$ cat src/rtl/psram_ctrl.sv
// psram_ctrl: QSPI PSRAM initiator; each request becomes one CE-framed opcode/address/data burst (PSRAM_CTRL_ERR_EN adds size/alignment rejection).
// Latency: accept to resp_valid is 2*(14+NB)+1 cycles for writes, 2*(14+DUMMY_CYC+NB)+1 for reads; one request in flight.
// Backpressure: req_ready is high only in IDLE; the response is held stable until resp_ready.
module psram_ctrl #(
  parameter logic [7:0] CMD_WRITE = 8'h38,
  parameter logic [7:0] CMD_READ  = 8'hEB,
  parameter int         DUMMY_CYC = 6,
  parameter int         CE_GAP    = 2
) (
  input  logic        clock,
  input  logic        reset,
  input  logic        req_valid,
  output logic        req_ready,
  input  logic        req_write,
  input  logic [23:0] req_addr,
  input  logic [1:0]  req_size,
  input  logic [31:0] req_wdata,
  output logic        resp_valid,
  input  logic        resp_ready,
  output logic [31:0] resp_rdata,
  output logic        resp_err,
  output logic        sck,
  output logic        ce_n,
  output logic [3:0]  dio_out,
  output logic [3:0]  dio_oe,
  input  logic [3:0]  dio_in
);

  typedef enum logic [2:0] {
    S_IDLE, S_CMD, S_ADDR, S_WDATA, S_DUMMY, S_RDATA, S_RESP, S_GAP
  } state_t;

  state_t      state_q, state_d;
  logic [3:0]  cnt_q;
  logic [3:0]  nb_q;
  logic        write_q;
  logic [7:0]  cmd_sh;
  logic [23:0] addr_sh;
  logic [31:0] wdata_q;
  logic [31:0] rdata_q;
  logic        err_q;
  logic        sck_d;
  logic        ce_n_d;
  logic        accept;
  logic        req_bad;
  logic [3:0]  req_nb;
  logic [4:0]  nib_pos;
  logic        data_tail;

`ifdef PSRAM_CTRL_ERR_EN
  assign req_bad = (req_size == 2'd3) ||
                   (req_size == 2'd1 && req_addr[0]) ||
                   (req_size == 2'd2 && req_addr[1:0] != 2'b00);
`else
  assign req_bad = 1'b0;
`endif

  always_comb begin
    case (req_size)
      2'd0:    req_nb = 4'd2;
      2'd1:    req_nb = 4'd4;
      default: req_nb = 4'd8;
    endcase
  end

  // Nibble k lives in byte k/2, high half first.
  assign nib_pos   = {cnt_q[2:1], ~cnt_q[0], 2'b00};
  assign data_tail = (cnt_q == nb_q);
  assign accept    = req_valid && (state_q == S_IDLE);

  always_comb begin
    state_d    = state_q;
    req_ready  = 1'b0;
    resp_valid = 1'b0;
    sck_d      = 1'b0;
    dio_oe     = 4'h0;
    dio_out    = 4'h0;
    case (state_q)
      S_IDLE: begin
        req_ready = 1'b1;
        if (req_valid) state_d = req_bad ? S_RESP : S_CMD;
      end
      S_CMD: begin
        sck_d   = ~sck;
        dio_oe  = 4'b0001;
        dio_out = {3'b000, cmd_sh[7]};
        if (sck && cnt_q == 4'd7) state_d = S_ADDR;
      end
      S_ADDR: begin
        sck_d   = ~sck;
        dio_oe  = 4'hF;
        dio_out = addr_sh[23:20];
        if (sck && cnt_q == 4'd5) state_d = write_q ? S_WDATA : S_DUMMY;
      end
      S_DUMMY: begin
        sck_d = ~sck;
        if (sck && cnt_q == 4'(DUMMY_CYC - 1)) state_d = S_RDATA;
      end
      S_WDATA: begin
        dio_oe = 4'hF;
        // One trailing low cycle lets sck settle low before ce_n rises.
        if (data_tail) begin
          state_d = S_RESP;
        end else begin
          sck_d   = ~sck;
          dio_out = wdata_q[nib_pos +: 4];
        end
      end
      S_RDATA: begin
        if (data_tail) state_d = S_RESP;
        else           sck_d   = ~sck;
      end
      S_RESP: begin
        resp_valid = 1'b1;
        if (resp_ready) state_d = S_GAP;
      end
      S_GAP: begin
        if (cnt_q == 4'(CE_GAP - 1)) state_d = S_IDLE;
      end
      default: state_d = S_GAP;
    endcase
    ce_n_d = !(state_d inside {S_CMD, S_ADDR, S_WDATA, S_DUMMY, S_RDATA});
  end

  always_ff @(posedge clock) begin
    if (reset) state_q <= S_GAP;
    else       state_q <= state_d;
  end

  always_ff @(posedge clock) begin
    if (reset) begin
      cnt_q   <= 4'd0;
      sck     <= 1'b0;
      ce_n    <= 1'b1;
      nb_q    <= 4'd0;
      write_q <= 1'b0;
      cmd_sh  <= 8'h00;
      addr_sh <= 24'h0;
      wdata_q <= 32'h0;
      rdata_q <= 32'h0;
      err_q   <= 1'b0;
    end else begin
      sck  <= sck_d;
      ce_n <= ce_n_d;
      if (state_d != state_q)             cnt_q <= 4'd0;
      else if (sck || state_q == S_GAP)   cnt_q <= cnt_q + 4'd1;
      if (accept) begin
        write_q <= req_write;
        cmd_sh  <= req_write ? CMD_WRITE : CMD_READ;
        addr_sh <= req_addr;
        wdata_q <= req_wdata;
        nb_q    <= req_nb;
        rdata_q <= 32'h0;
        err_q   <= req_bad;
      end
      if (state_q == S_CMD && sck)  cmd_sh  <= {cmd_sh[6:0], 1'b0};
      if (state_q == S_ADDR && sck) addr_sh <= {addr_sh[19:0], 4'h0};
      if (state_q == S_RDATA && sck) rdata_q[nib_pos +: 4] <= dio_in;
    end
  end

  assign resp_rdata = rdata_q;
  assign resp_err   = err_q;

endmodule
$ cat config.mk
export PLATFORM = sky130hd
export DESIGN_NAME = psram_ctrl
export DESIGN_NICKNAME = d
export VERILOG_FILES = /design/src/rtl/psram_ctrl.sv
export SDC_FILE = /design/constraint.sdc
export NUM_CORES = 1
export LEC_CHECK = 0
export CORE_MARGIN = 5
export CORE_UTILIZATION = 40
export DETAILED_ROUTE_END_ITERATION = 16
export MAX_ROUTING_LAYER = met4
export PLACE_DENSITY = 0.66
export SYNTH_ARGS = -nofsm -noshare
export SYNTH_HDL_FRONTEND = slang
export SYNTH_SLANG_ARGS = --single-unit
$ cat constraint.sdc
create_clock -name clock -period 5.1 [get_ports clock]
set_clock_uncertainty 0.2 [all_clocks]
set_input_delay 1.02 -clock clock [delete_from_list [all_inputs] [get_ports clock]]
set_output_delay 1.02 -clock clock [all_outputs]
set_load 0.01 [all_outputs]
== Yosys cells after proc, flatten, opt, wreduce, memory -nomap -nowiden ==
Cells that the tools add are included.

* Register bits: 110
* Input port bits: 67
* Output and inout port bits: 45
* Word-level logic and storage cells: 82

* Add/sub/neg operators: 2
* Equality and inequality tests: 18
* Shifts and indexed selects: 3
* Multiplexer cells: 26
* Bitwise gates (word level): 2
* Reduce and logical (&&, ||, !) cells: 19

{| class="wikitable"
|+ Operators with widths
! operator !! count
|-
| 32-bit 2-to-1 mux || 3
|-
| 24-bit 2-to-1 mux || 2
|-
| 32-bit bitwise mux || 1
|-
| 4-bit by 7-bit variable shift with 32-bit output, first input constant || 1
|-
| 32-bit by 6-bit variable part select with 4-bit output || 1
|-
| 4-bit by 7-bit variable part select with 32-bit output || 1
|-
| 3-bit 2-to-1 mux || 8
|-
| 8-bit 2-to-1 mux || 3
|-
| 3-bit one-hot mux with 7 select lines || 1
|-
| 3-bit equality test, second input constant || 6
|-
| 4-bit one-hot mux with 2 select lines || 2
|-
| 3-bit by 2-bit equality test with 1-bit output, second input constant || 4
|-
| 4-bit one-hot mux with 3 select lines || 1
|-
| 2-bit OR reduction || 5
|-
| 4-bit by 3-bit equality test with 1-bit output, second input constant || 2
|-
| 5-bit negation with 7-bit output || 1
|-
| 3-bit by 1-bit equality test with 1-bit output, second input constant || 2
|-
| 1-bit logical AND || 6
|-
| 5-bit nonzero test || 1
|-
| 4-bit by 1-bit adder with 4-bit output, second input constant || 1
|-
| 4-bit by 1-bit equality test with 1-bit output, second input constant || 1
|-
| 4-bit equality test || 1
|-
| 4-bit 2-to-1 mux || 1
|-
| 2-bit nonzero test || 2
|-
| other kinds (10) || 13
|}

== Longest topological paths before layout ==
* Word-level depth: 7
* Mapped depth: 8

== Worst setup path before layout ==
No wires, ideal clock.

* Kind: register -> output
* Start point: register cnt_q[1]
* End point: output port dio_out[1]
* Data arrival time: 1.437 ns
* Data required time: 3.880 ns
* Path slack: 2.443 ns
* Cell stages (with the launch flop): 5
* Path through: dfxtp_1 -> buf_2 -> mux4_2 -> mux2i_1 -> o21ai_0

* Word-level cells in the longest chain between the ends: 3
* Elaborated cells on any way between the ends: 4
* Classes of those cells: eq/ne (1); shift (1); mux (2)

{| class="wikitable"
|+ Ends and longest elaborated chain
! what !! RTL line !! RTL
|-
| from (decl) || 34 || <nowiki>logic [3:0] cnt_q;</nowiki>
|-
| from (signal assigned) || 146 || <nowiki>else if (sck || state_q == S_GAP) cnt_q <= cnt_q + 4'd1;</nowiki>
|-
| 32-bit by 6-bit variable part select with 4-bit output or 4-bit equality test (tied branches) || 106, 68 ||
|-
| 4-bit 2-to-1 mux * || 102 || <nowiki>if (data_tail) begin</nowiki>
|-
| 4-bit one-hot mux with 3 select lines * || 78 || <nowiki>case (state_q)</nowiki>
|-
| to (decl) || 24 || <nowiki>output logic [3:0] dio_out,</nowiki>
|}

Every way passes the cells marked *; elsewhere a longest branch is shown, timed or not.

== Worst setup path in the final report ==
* Start point: register cnt_q[2]
* End point: output port dio_out[1]

The elaborated chain is that of the path after synthesis.

==> impl_metrics.json <==
{
  "die_area_mm2": 0.0147,
  "synth_cell_types": 62,
  "drtIter0Drc": 308,
  "io_buffers": 110,
  "fp.dieH_um": 121,
  "fmax_mhz": 254,
  "wirelength_um": 12500,
  "wl_per_cell_um": 14.9,
  "overflow": 0,
  "synth_seq_cells": 109,
  "synth_fa_ha_area_share_pct": 1.26,
  "ir_worst_vdd_v": 0.000169,
  "cp.arrival_ns": 2.72,
  "syn-cell-area_mm2": 0.00495,
  "syn_avg_cell_area_um2": 8.34,
  "muxShareOfSynthArea_pct": 5.36,
  "synth_xor_area_share_pct": 1.06,
  "synth_compound_area_share_pct": 14.6,
  "cts.hold.buffers_added": 0,
  "grt_pass1_wl_um": 20300,
  "viasPerCell": 5.26,
  "antenna_found_initial": 0,
  "cp_slowest_cell": "dfxtp_1",
  "grtUsageTotal_pct": 17.2,
  "crit_chain": "xor2_1 > nor4_2 > nand2b_1 > o21ai_0 > clkdlybuf4s50_1",
  "clk_path_buf_depth": 2,
  "postLayoutCellArea_mm2": 0.00632,
  "drt_pass1_iterations": 5,
  "synth_top_family_by_area": "simple AND/OR/NAND/NOR gates",
  "rows": 40,
  "hold_viol": 0,
  "area_delta_synth_final_pct": 27.8,
  "cp-end-kind": "output port",
  "cts_setup_buffers": 0,
  "min_from": "wdata_q[19]",
  "cts_sinks": 109,
  "ys_seq_area_share_pct": 44.1,
  "io_pins": 112,
  "synth_edf_count": 0,
  "synth_fp_nets": 665,
  "cts_buffers": 9,
  "grt_max_degree": 103,
  "via_count": 4421,
  "post-route-min-period_ns": 3.94,
  "r2r_start": "state_q[2]",
  "drive_gt1_share_pct": 8.78,
  "initial_core_util_pct": 41.0,
  "mostFrequentLayoutCells": "109 x dfxtp_1, 109 x clkdlybuf4s50_1, 103 x nand2_1",
  "crit_fanout": 13,
  "power_frac_seq_pct": 45.1,
  "synthCells": 593,
  "die_x_um": 121,
  "worstSkewPairLatency_ns": 0.35,
  "fin_tns_setup_ns": 0,
  "yosys_warnings": 0,
  "crit_start": "cnt_q[2]",
  "cts_root_buf": "clkbuf_16",
  "diodes": 0,
  "outcome": "finished clean",
  "gp_congestion": 0.804,
  "met3_usage_pct": 3.59,
  "placed_area_mm2": 0.00600,
  "ys.flop_type": "dfxtp_1",
  "pwr-share-clk_pct": 34.8,
  "rsz0062_at_grt": "false",
  "ctsHtreeMaxLevel": 3,
  "cellLeakagePower_nw": 2.11,
  "clkTransAtPathRegs_ns": 0.08,
  "drtAntennaViolNets": 0,
  "drv_cap": 0,
  "synth-simple-area-share_pct": 27.8,
  "crit_buf_inv": 1,
  "postSynth.asyncResetShare_pct": 0,
  "grt_pass1_vias": 4226,
  "power_switching_w": 0.000682,
  "worstSetupPathType": "reg -> out",
  "setup_viol": 0,
  "met1_usage_pct": 22.8,
  "start_kind": "flop",
  "slew_headroom_pct": 29.0,
  "met2_usage_pct": 26.8,
  "hold_path.class": "reg -> reg",
  "drc": 0,
  "intPower_w": 0.00148,
  "worstPathRequired_ns": 3.88,
  "dp_hpwl_um": 8590,
  "coreArea_mm2": 0.0121,
  "cts_resized": 0,
  "cp_top_family": "simple AND/OR/NAND/NOR gates",
  "power.density_mw_per_mm2": 343,
  "worstMarginPinSlew_ns": 1.07,
  "busiest_layer": "met2",
  "swShare_pct": 31.5,
  "comb_power_share_pct": 20.2,
  "slew_viol_final": 0,
  "cts_tree": "built",
  "cpPeakStageDelay_ns": 0.71,
  "nets": 739,
  "post-route-period-util_pct": 77.3
}
synthesized netlist by cell type, types with 3 or more instances:
master,instances,share of area [%]
dfxtp_1,109,44
o22ai_1,24,3.0
nor3_1,25,2.5
nor2_1,44,3.3
ha_1,5,1.3
mux4_2,8,3.6
xor2_1,6,1.1
or3_1,3,0.38
buf_6,6,1.4
clkbuf_1,20,1.5
mux2_2,4,0.91
buf_2,13,1.3
mux2i_1,4,0.81
or2_0,3,0.38
nand2_1,103,7.8
or2_2,14,1.8
a221oi_1,4,0.71
nand3_1,43,4.4
o21ai_0,9,0.91
inv_1,4,0.30
or4_1,8,1.2
a21oi_1,73,7.4
nand2b_1,7,0.89
buf_4,7,1.1
through the flow:
stage	hold slack (ns)	util, %	instances	total power, W	setup slack, ns
after floorplan	0.233	-	593	0.00129	2.44
after global placement	0.241	49.7	824	0.00142	1.45
after detailed placement	0.245	49.7	824	0.00143	1.36
after CTS	0.257	52.4	840	0.00218	1.12
after global routing	0.274	52.4	840	0.00227	0.918
final	0.257	52.4	840	0.00217	1.16
routing by layer:
metal	part of all wire [%]	routed length [um]
met5	0	0
met4	0.78	98
met3	5.6	700
met2	47	5850
met1	47	5870
area by class of cell:
| cell class | count | area [um2] |
|---|---|---|
| clock buffers | 9 | 225 |
| clock inverters | 7 | 97.6 |
| fillers | 1131 | 5740 |
| inverters | 4 | 15.0 |
| multi-input cells | 432 | 2480 |
| flip-flops and latches | 109 | 2180 |
| well taps | 168 | 210 |
| repair buffers | 111 | 1110 |
sequential cells by signal, indices dropped and copies added, names as in the netlist:
name	flops
addr_sh	24
ce_n	1
cmd_sh	8
cnt_q	4
nb_q	3
resp_rdata	32
sck	1
state_q	3
wdata_q	32
write_q	1
power groups by stage:
stage               clock [W]  sequential, W  combinational, W
floorplan                   0       0.000916          0.000374
global placement            0       0.000992          0.000424
detailed placement          0       0.000995          0.000430
CTS                  0.000771       0.000975          0.000433
global route         0.000801       0.000986          0.000482
finish               0.000753       0.000977          0.000437
cells by family after synthesis:
group	Yosys count
AO/OA/AOI/OAI	125
multiplexers	16
flip-flops	109
XOR/XNOR	6
buffers and inverters	52
other	1
AND/OR/NAND/NOR	279
adder cells (fa/ha/maj)	5
path summary, 6_finish.rpt:
kind | depth (start not counted) | slack, ns | endpoint
worst max-delay path | 5 | 1.16 | dio_out[1]
worst min-delay path | 2 | 0.26 | wdata_q[19]
worst max register to register | 4 | 1.89 | addr_sh[4]
worst min register to register | 2 | 0.26 | wdata_q[19]
worst register-to-register path, stage by stage, from the launching register on:
cell and delay (ns):
dfxtp_1 0.88, or4b_4 0.92, nand2_1 0.71, nor2_1 0.28, nor3_1 0.07
Power figures use the tool's default switching activity.
